--- config.mk ---
export PLATFORM = sky130hd
export DESIGN_NAME = jk_cmd_sequencer
export DESIGN_NICKNAME = d
export VERILOG_FILES = /design/src/rtl/jk_cmd_sequencer.sv
export SDC_FILE = /design/constraint.sdc
export NUM_CORES = 1
export LEC_CHECK = 0
export ABC_AREA = 1
export CORE_UTILIZATION = 59
export DETAILED_ROUTE_END_ITERATION = 10
export PLACE_DENSITY = 0.8
export RECOVER_POWER = 100
export SLEW_MARGIN = 10
export SYNTH_ARGS = -nofsm -noshare
export SYNTH_HDL_FRONTEND = slang
export SYNTH_SLANG_ARGS = --single-unit
--- constraint.sdc ---
create_clock -name clk -period 3.4 [get_ports clk]
set_clock_uncertainty 0.15 [all_clocks]
set_input_delay 0.51 -clock clk [delete_from_list [all_inputs] [get_ports clk]]
set_output_delay 0.51 -clock clk [all_outputs]
set_load 0.01 [all_outputs]
--- src/rtl/jk_cmd_sequencer.sv ---
// Command sequencer for a JK flip-flop: buffers hold/reset/set/toggle commands in a FIFO,
// drives j/k for rpt+1 cycles per command and checks q feedback against a reference model.
module jk_cmd_sequencer #(
    parameter int DEPTH = 4,
    parameter int CNT_W = 4
) (
    input  logic                     clk,
    input  logic                     rst,
    input  logic                     cmd_valid,
    input  logic [1:0]               cmd_op,
    input  logic [CNT_W-1:0]         cmd_rpt,
    output logic                     cmd_ready,
    output logic                     j,
    output logic                     k,
    input  logic                     q_fb,
    output logic                     busy,
    output logic [$clog2(DEPTH):0]   level,
    output logic                     err,
    output logic                     state_dbg
);
    localparam int AW = $clog2(DEPTH);

    typedef enum logic {
        IDLE  = 1'b0,
        DRIVE = 1'b1
    } state_t;

    state_t             state;
    logic [CNT_W-1:0]   cnt;
    logic               q_exp;

    logic [CNT_W+1:0]   mem [DEPTH];
    logic [AW-1:0]      wr_ptr;
    logic [AW-1:0]      rd_ptr;
    logic [AW:0]        count;
    logic               full;
    logic               empty;
    logic               push;
    logic               pop;
    logic [1:0]         head_op;
    logic [CNT_W-1:0]   head_rpt;

    // Handshake: a command transfers on any edge where cmd_valid && cmd_ready;
    // cmd_ready depends only on occupancy, never on cmd_valid or a same-edge pop.
    assign full      = (count == (AW+1)'(DEPTH));
    assign empty     = (count == '0);
    assign cmd_ready = !full;
    assign push      = cmd_valid && !full;
    assign pop       = !empty && ((state == IDLE) || (cnt == '0));
    assign head_op   = mem[rd_ptr][CNT_W+1:CNT_W];
    assign head_rpt  = mem[rd_ptr][CNT_W-1:0];
    assign level     = count;
    assign busy      = (state == DRIVE) || !empty;
    assign state_dbg = (state == DRIVE);

    always_ff @(posedge clk) begin
        if (push) begin
            mem[wr_ptr] <= {cmd_op, cmd_rpt};
        end
    end

    always_ff @(posedge clk) begin
        if (!rst) begin
            wr_ptr <= '0;
            rd_ptr <= '0;
            count  <= '0;
        end else begin
            if (push) begin
                wr_ptr <= wr_ptr + AW'(1);
            end
            if (pop) begin
                rd_ptr <= rd_ptr + AW'(1);
            end
            case ({push, pop})
                2'b10:   count <= count + (AW+1)'(1);
                2'b01:   count <= count - (AW+1)'(1);
                default: count <= count;
            endcase
        end
    end

    always_ff @(posedge clk) begin
        if (!rst) begin
            state <= IDLE;
            j     <= 1'b0;
            k     <= 1'b0;
            cnt   <= '0;
            q_exp <= 1'b0;
            err   <= 1'b0;
        end else begin
            // Reference flip-flop follows the j/k currently presented to the real one.
            case ({j, k})
                2'b01:   q_exp <= 1'b0;
                2'b10:   q_exp <= 1'b1;
                2'b11:   q_exp <= ~q_exp;
                default: q_exp <= q_exp;
            endcase
            if (q_fb != q_exp) begin
                err <= 1'b1;
            end

            case (state)
                IDLE: begin
                    if (pop) begin
                        j     <= head_op[1];
                        k     <= head_op[0];
                        cnt   <= head_rpt;
                        state <= DRIVE;
                    end else begin
                        j <= 1'b0;
                        k <= 1'b0;
                    end
                end
                DRIVE: begin
                    if (cnt != '0) begin
                        cnt <= cnt - CNT_W'(1);
                    end else if (pop) begin
                        j   <= head_op[1];
                        k   <= head_op[0];
                        cnt <= head_rpt;
                    end else begin
                        j     <= 1'b0;
                        k     <= 1'b0;
                        state <= IDLE;
                    end
                end
                default: state <= IDLE;
            endcase
        end
    end
endmodule

==> impl_metrics.ini, run 1 <==
[floorplan]
ios = 19
design.die.area_sq_um = 3370
die_w_microns = 58.0
core_area_sq_um = 2880
die_h_microns = 58.0
initial_utilization = 0.644
rows = 19

[place]
post-place-ws_ns = 1.00
gp_congestion = 0.768
place_hpwl_microns = 2420
io_buffers = 18
placed_cells = 251

[synth]
synth-async-reset-ratio = 0
synth-edff-count = 24
seq_area_frac_synth = 0.583
synth_flop_cell = edfxtp_1
synth.top_cell.area_share = 0.389
syn_area_sq_um = 1850
synth_nets = 212
netlist_instances = 195
syn_area_per_cell_sq_um = 9.50
yosys.cell_count.top_type = nand2_1
netlist_top_cells_count = nand2_1, edfxtp_1, nand3_1
yosysWarnings = 0
synth_cell_types = 23
synth-seq-cells = 42
yosysTopAreaCell = edfxtp_1
synthTopCellsByArea = edfxtp_1, dfxtp_1, nand2_1

[sta]
worst_pin_slew_ns = 0.637
drv_slew = 0
setup-tns-final_ns = 0
max_freq_mhz = 396
min_period_ns = 2.52
fin_crit_sh = 0.742
max-slew-margin-rel = 0.573
setup_viol = 0
grt_setup_unrepaired = false
timing.final.ws_setup_ns = 0.876
hold_viol = 0

[clock_tree]
cts_tree = built
cts_made_buffers = 5
postCtsSetupBuffers = 0
clock_latency_ns = 0.34
htreeDepth = 2
cts_sinks = 42
cts_root_buf = clkbuf_4
holdBufCountCts = 0
cts_resized = 0
cts_max_path_buffers = 2
clkTransAtPathRegs_ns = 0.11

[worst_setup_path]
cp.buffers_inverters = 1
cp.arrival_ns = 2.61
worstSetupStartpointType = flip-flop
cpPeakStageDelay_ns = 0.42
rrSetupSlack_ns = 0.88
cp_max_fo = 6
worstSetupPathType = flip-flop to flip-flop
cpMostUsedCell = nand2_1
crit_family = adder cells
required_ns = 3.49
crit_chain = inv_1 > ha_1 > nand2_1 > nand2_1 > nand2_1 > nor2_1 > ha_1 > fa_1 > o21ai_0 > a21oi_1
reg2reg_depth = 10
crit-reg2reg-capture = level[1]
endpoint_kind = flip-flop
worstSetupPathDepth = 10
crit_slowest_cell = fa_1
rr_startpoint = cnt[0]

[layout]
multiInputGateArea_sq_um = 613
final_util = 0.722
nFillCells = 223
stdcell_count = 259
drive_gt1_frac = 0.0691
layout.nets = 233
area_growth_pct = 12.1
num_antenna_cells = 0
regArea_sq_um = 1080

[worst_hold_path]
min-delay-start = k
hold_path.class = flip-flop to flip-flop
hold_depth = 1
hold_path_end = q_exp

[routing]
drtIter0Drc = 95
routedWlPerCell_microns = 12.8
ant_nets = 0
drt-pass1-iter-count = 5
wl_microns = 3330
vias_per_cell = 5.19
vias = 1343
drc = 0

[global_route]
grt_usage = 0.226
grt_overflow = 0
grt_pass1_wl_microns = 5530
grt_start_max_net_pins = 15
antenna_found_initial = 0
grt_pass1_vias = 1256

[power]
p_total_w = 0.00165
p_per_area_nw_per_um2 = 794
irDropWorstVdd_mv = 0.678
power.leakage_nw = 0.882

[outcome]
status = finished clean

[run]
maxCapViolations = 0
==> logic make-up after synthesis <==
family                     synth area share
AOI/OAI and AO/OA                    0.0567
xor gates and xnor gates             0.0142
adders and majority gates            0.0513
buffers and inverters                0.0702
DFF                                   0.583
and+or+nand+nor                       0.224
==> final cells by class <==
type	count	share of cell area
sequential	42	0.520
inverter	27	0.0488
multi-input combinational	122	0.295
timing repair buffer	18	0.0867
tap	42	0.0253
clock buffer	8	0.0235
==> metal layers <==
metal | vias up | part of all wire | track usage
li1 | 678 | - | -
met1 | 629 | 0.43 | 0.284
met2 | 32 | 0.51 | 0.371
met3 | 4 | 0.045 | 0.0536
met4 | 0 | 0.013 | 0.102
met5 | - | 0 | 0
==> cells in the final DEF, fill, tap and decap left out, types with 5 or more instances in the layout <==
cell	instances
a21oi_1	12
clkbuf_4	5
dfxtp_1	18
dlygate4sd3_1	16
edfxtp_1	24
ha_1	6
inv_1	22
inv_2	5
nand2_1	43
nand3_1	21
nor2_1	21
o21ai_0	6
==> per-stage QoR <==
step | hold slack (ns) | area (sq um)
4_1_cts | 0.329 | 2110
3_3_place_gp | 0.304 | 2060
3_5_place_dp | 0.310 | 2060
2_1_floorplan | 0.295 | 1850
5_1_grt | 0.351 | 2080
6_report | 0.322 | 2080
==> flip-flops by register name, summed over array words and instances (netlist names), named ones only <==
register and cells:
q_exp 1, mem 24, k 1, err 1, state_dbg 1, wr_ptr 2, j 1, level 3
rd_ptr 2, cnt 4
==> worst max path at each step <==
stage                          from        to  slack (ns)
after floorplan              cnt[0]  level[2]        1.37
after global placement    cmd_valid  level[2]        1.07
after CTS                  level[1]      busy        1.11
after detailed placement  cmd_valid  level[2]        1.00
after global routing         cnt[0]  level[1]        0.61
final                        cnt[0]  level[1]        0.88
==> power breakdown <==
part           switching [W]  internal, W  total [W]
sequential         0.0000986     0.000650   0.000749
clock               0.000145    0.0000826   0.000227
combinational       0.000405     0.000267   0.000672
total               0.000648      0.00100    0.00165
No activity file was read; power rests on OpenSTA's default activity.
==> inputs of run 2 (changes only) <==
CORE_UTILIZATION = 55   (was 59)
PLACE_DENSITY = 0.76   (was 0.8)
clock period = 2.4 ns   (was 3.4 ns; I/O delays follow)
==> impl_metrics.ini, run 2 (synthesized netlist as in run 1, its figures left out) <==
[outcome]
status = finished clean

[worst_setup_path]
required_ns = 1.89
worstSetupStartpointType = flip-flop
crit_chain = inv_1 > nand3_2 > or2_1 > dlygate4sd3_1
crit-reg2reg-capture = level[2]
critPathLaunch = level[0]
crit_family = buffers and inverters
cp-endpoint = busy
reg2reg_depth = 13
rr_startpoint = cnt[0]
endpoint_kind = output pin
rrSetupSlack_ns = 0.18
worstSetupPathType = flip-flop to output pin
worstSetupPathDepth = 4
cp_max_fo = 4
cp.buffers_inverters = 2
crit_slowest_cell = dlygate4sd3_1
cp.arrival_ns = 1.79
cpPeakStageDelay_ns = 0.60

[layout]
final_common_cell = nand2_1
area_growth_pct = 15.4
final_util = 0.684
layout_common_cells = nand2_1, edfxtp_1, inv_1, nand3_1, nor2_1
nFillCells = 255
regMostFlops = mem
design_area_sq_um = 2140
largest_reg_flops = 24
regArea_sq_um = 1080
multiInputGateArea_sq_um = 637
drive_gt1_frac = 0.0946
num_antenna_cells = 0
layout.nets = 238

[floorplan]
design.die.area_sq_um = 3610
core_area_sq_um = 3130
rows = 20
initial_utilization = 0.592
die_h_microns = 60.0
ios = 19
die_w_microns = 60.0

[sta]
worst_pin_slew_ns = 0.470
fin_crit_sh = 0.958
grt_setup_unrepaired = false
max-slew-margin-rel = 0.686
min_period_ns = 2.30
setup_viol = 0
hold_viol = 0
max_freq_mhz = 435
hold_ws_ns = 0.338
drv_slew = 0
setup-tns-final_ns = 0

[power]
p_switching_w = 0.000965
p_per_area_nw_per_um2 = 1150
clock_power_share = 0.150
swShare = 0.394
irDropWorstVdd_mv = 0.724
combPwrFrac = 0.416
internal_power_w = 0.00148
power.leakage_nw = 0.909
power_frac_seq = 0.434

[clock_tree]
holdBufCountCts = 0
cts_root_buf = clkbuf_4
clkTransAtPathRegs_ns = 0.12
cts_tree = built
htreeDepth = 2
clock_latency_ns = 0.37
cts_max_path_buffers = 2
cts_sinks = 42
cts_made_buffers = 5

[place]
gp_congestion = 0.823
io_buffers = 18
place_area_sq_um = 2090
place_hpwl_microns = 2460

[global_route]
grt_start_max_net_pins = 15
antenna_found_initial = 0
grt_usage = 0.218
grt_overflow = 0
grt_pass1_wl_microns = 5450
grt_pass1_vias = 1276

[routing]
vias = 1342
drt-pass1-iter-count = 5
ant_nets = 0
vias_per_cell = 5.05
routedWlPerCell_microns = 12.3
drc = 0
drtIter0Drc = 83
wl_microns = 3270

[run]
maxCapViolations = 0

[worst_hold_path]
hold_path.class = flip-flop to flip-flop
run 2: timing repair:
item	4_1_cts	5_1_grt
setup buffers	0	1
setup endpoints to repair	0	1
gates resized for setup	0	1
run 2: worst min-delay path by stage:
stage | start | cells past startpoint | end
2_1_floorplan | q_exp | 1 | q_exp
6_report | k | 1 | q_exp
5_1_grt | k | 1 | q_exp
3_5_place_dp | q_exp | 1 | q_exp
4_1_cts | k | 1 | q_exp
3_3_place_gp | k | 1 | q_exp
run 2: cell type report:
cell class / count / share of cell area
clock buffer: 7 / 0.0257
clock inverter: 1 / 0.00234
inverter: 27 / 0.0474
multi-input combinational: 122 / 0.298
sequential: 42 / 0.506
tap: 44 / 0.0257
timing repair buffer: 23 / 0.0948
run 2: per-stage QoR:
| step | setup WS (ns) | instances | power [W] |
|---|---|---|---|
| 5_1_grt | 0.00347 | 266 | 0.00265 |
| 3_5_place_dp | 0.129 | 257 | 0.00214 |
| 3_3_place_gp | 0.206 | 257 | 0.00209 |
| 2_1_floorplan | 0.368 | 195 | 0.00183 |
| 4_1_cts | 0.140 | 265 | 0.00250 |
| 6_report | 0.102 | 266 | 0.00245 |
run 2: per-layer routing:
metal,global-route usage,wire (microns),vias to the layer above
met1,0.257,1480,622
li1,-,-,685
met5,0,0,-
met3,0.0455,102,9
met2,0.363,1600,26
met4,0.130,85,0
run 2: worst register-to-register path: stages, from the launching register on:
cell and delay, ns:
dfxtp_2 0.35, inv_1 0.07, ha_1 0.23, nand2_1 0.08, nand2_2 0.07, nand2_4 0.12, nor2_8 0.05, ha_1 0.22
fa_1 0.40, nor2_1 0.12, nor2_1 0.05, nand2_1 0.07, o21ai_1 0.06, a21oi_1 0.13
run 2: power by group through the flow:
stage	sequential, W	clock (W)	combinational [W]
6_report	0.00106	0.000367	0.00102
5_1_grt	0.00108	0.000404	0.00117
4_1_cts	0.00107	0.000375	0.00106
3_5_place_dp	0.00108	0	0.00106
3_3_place_gp	0.00107	0	0.00102
2_1_floorplan	0.00105	0	0.000788
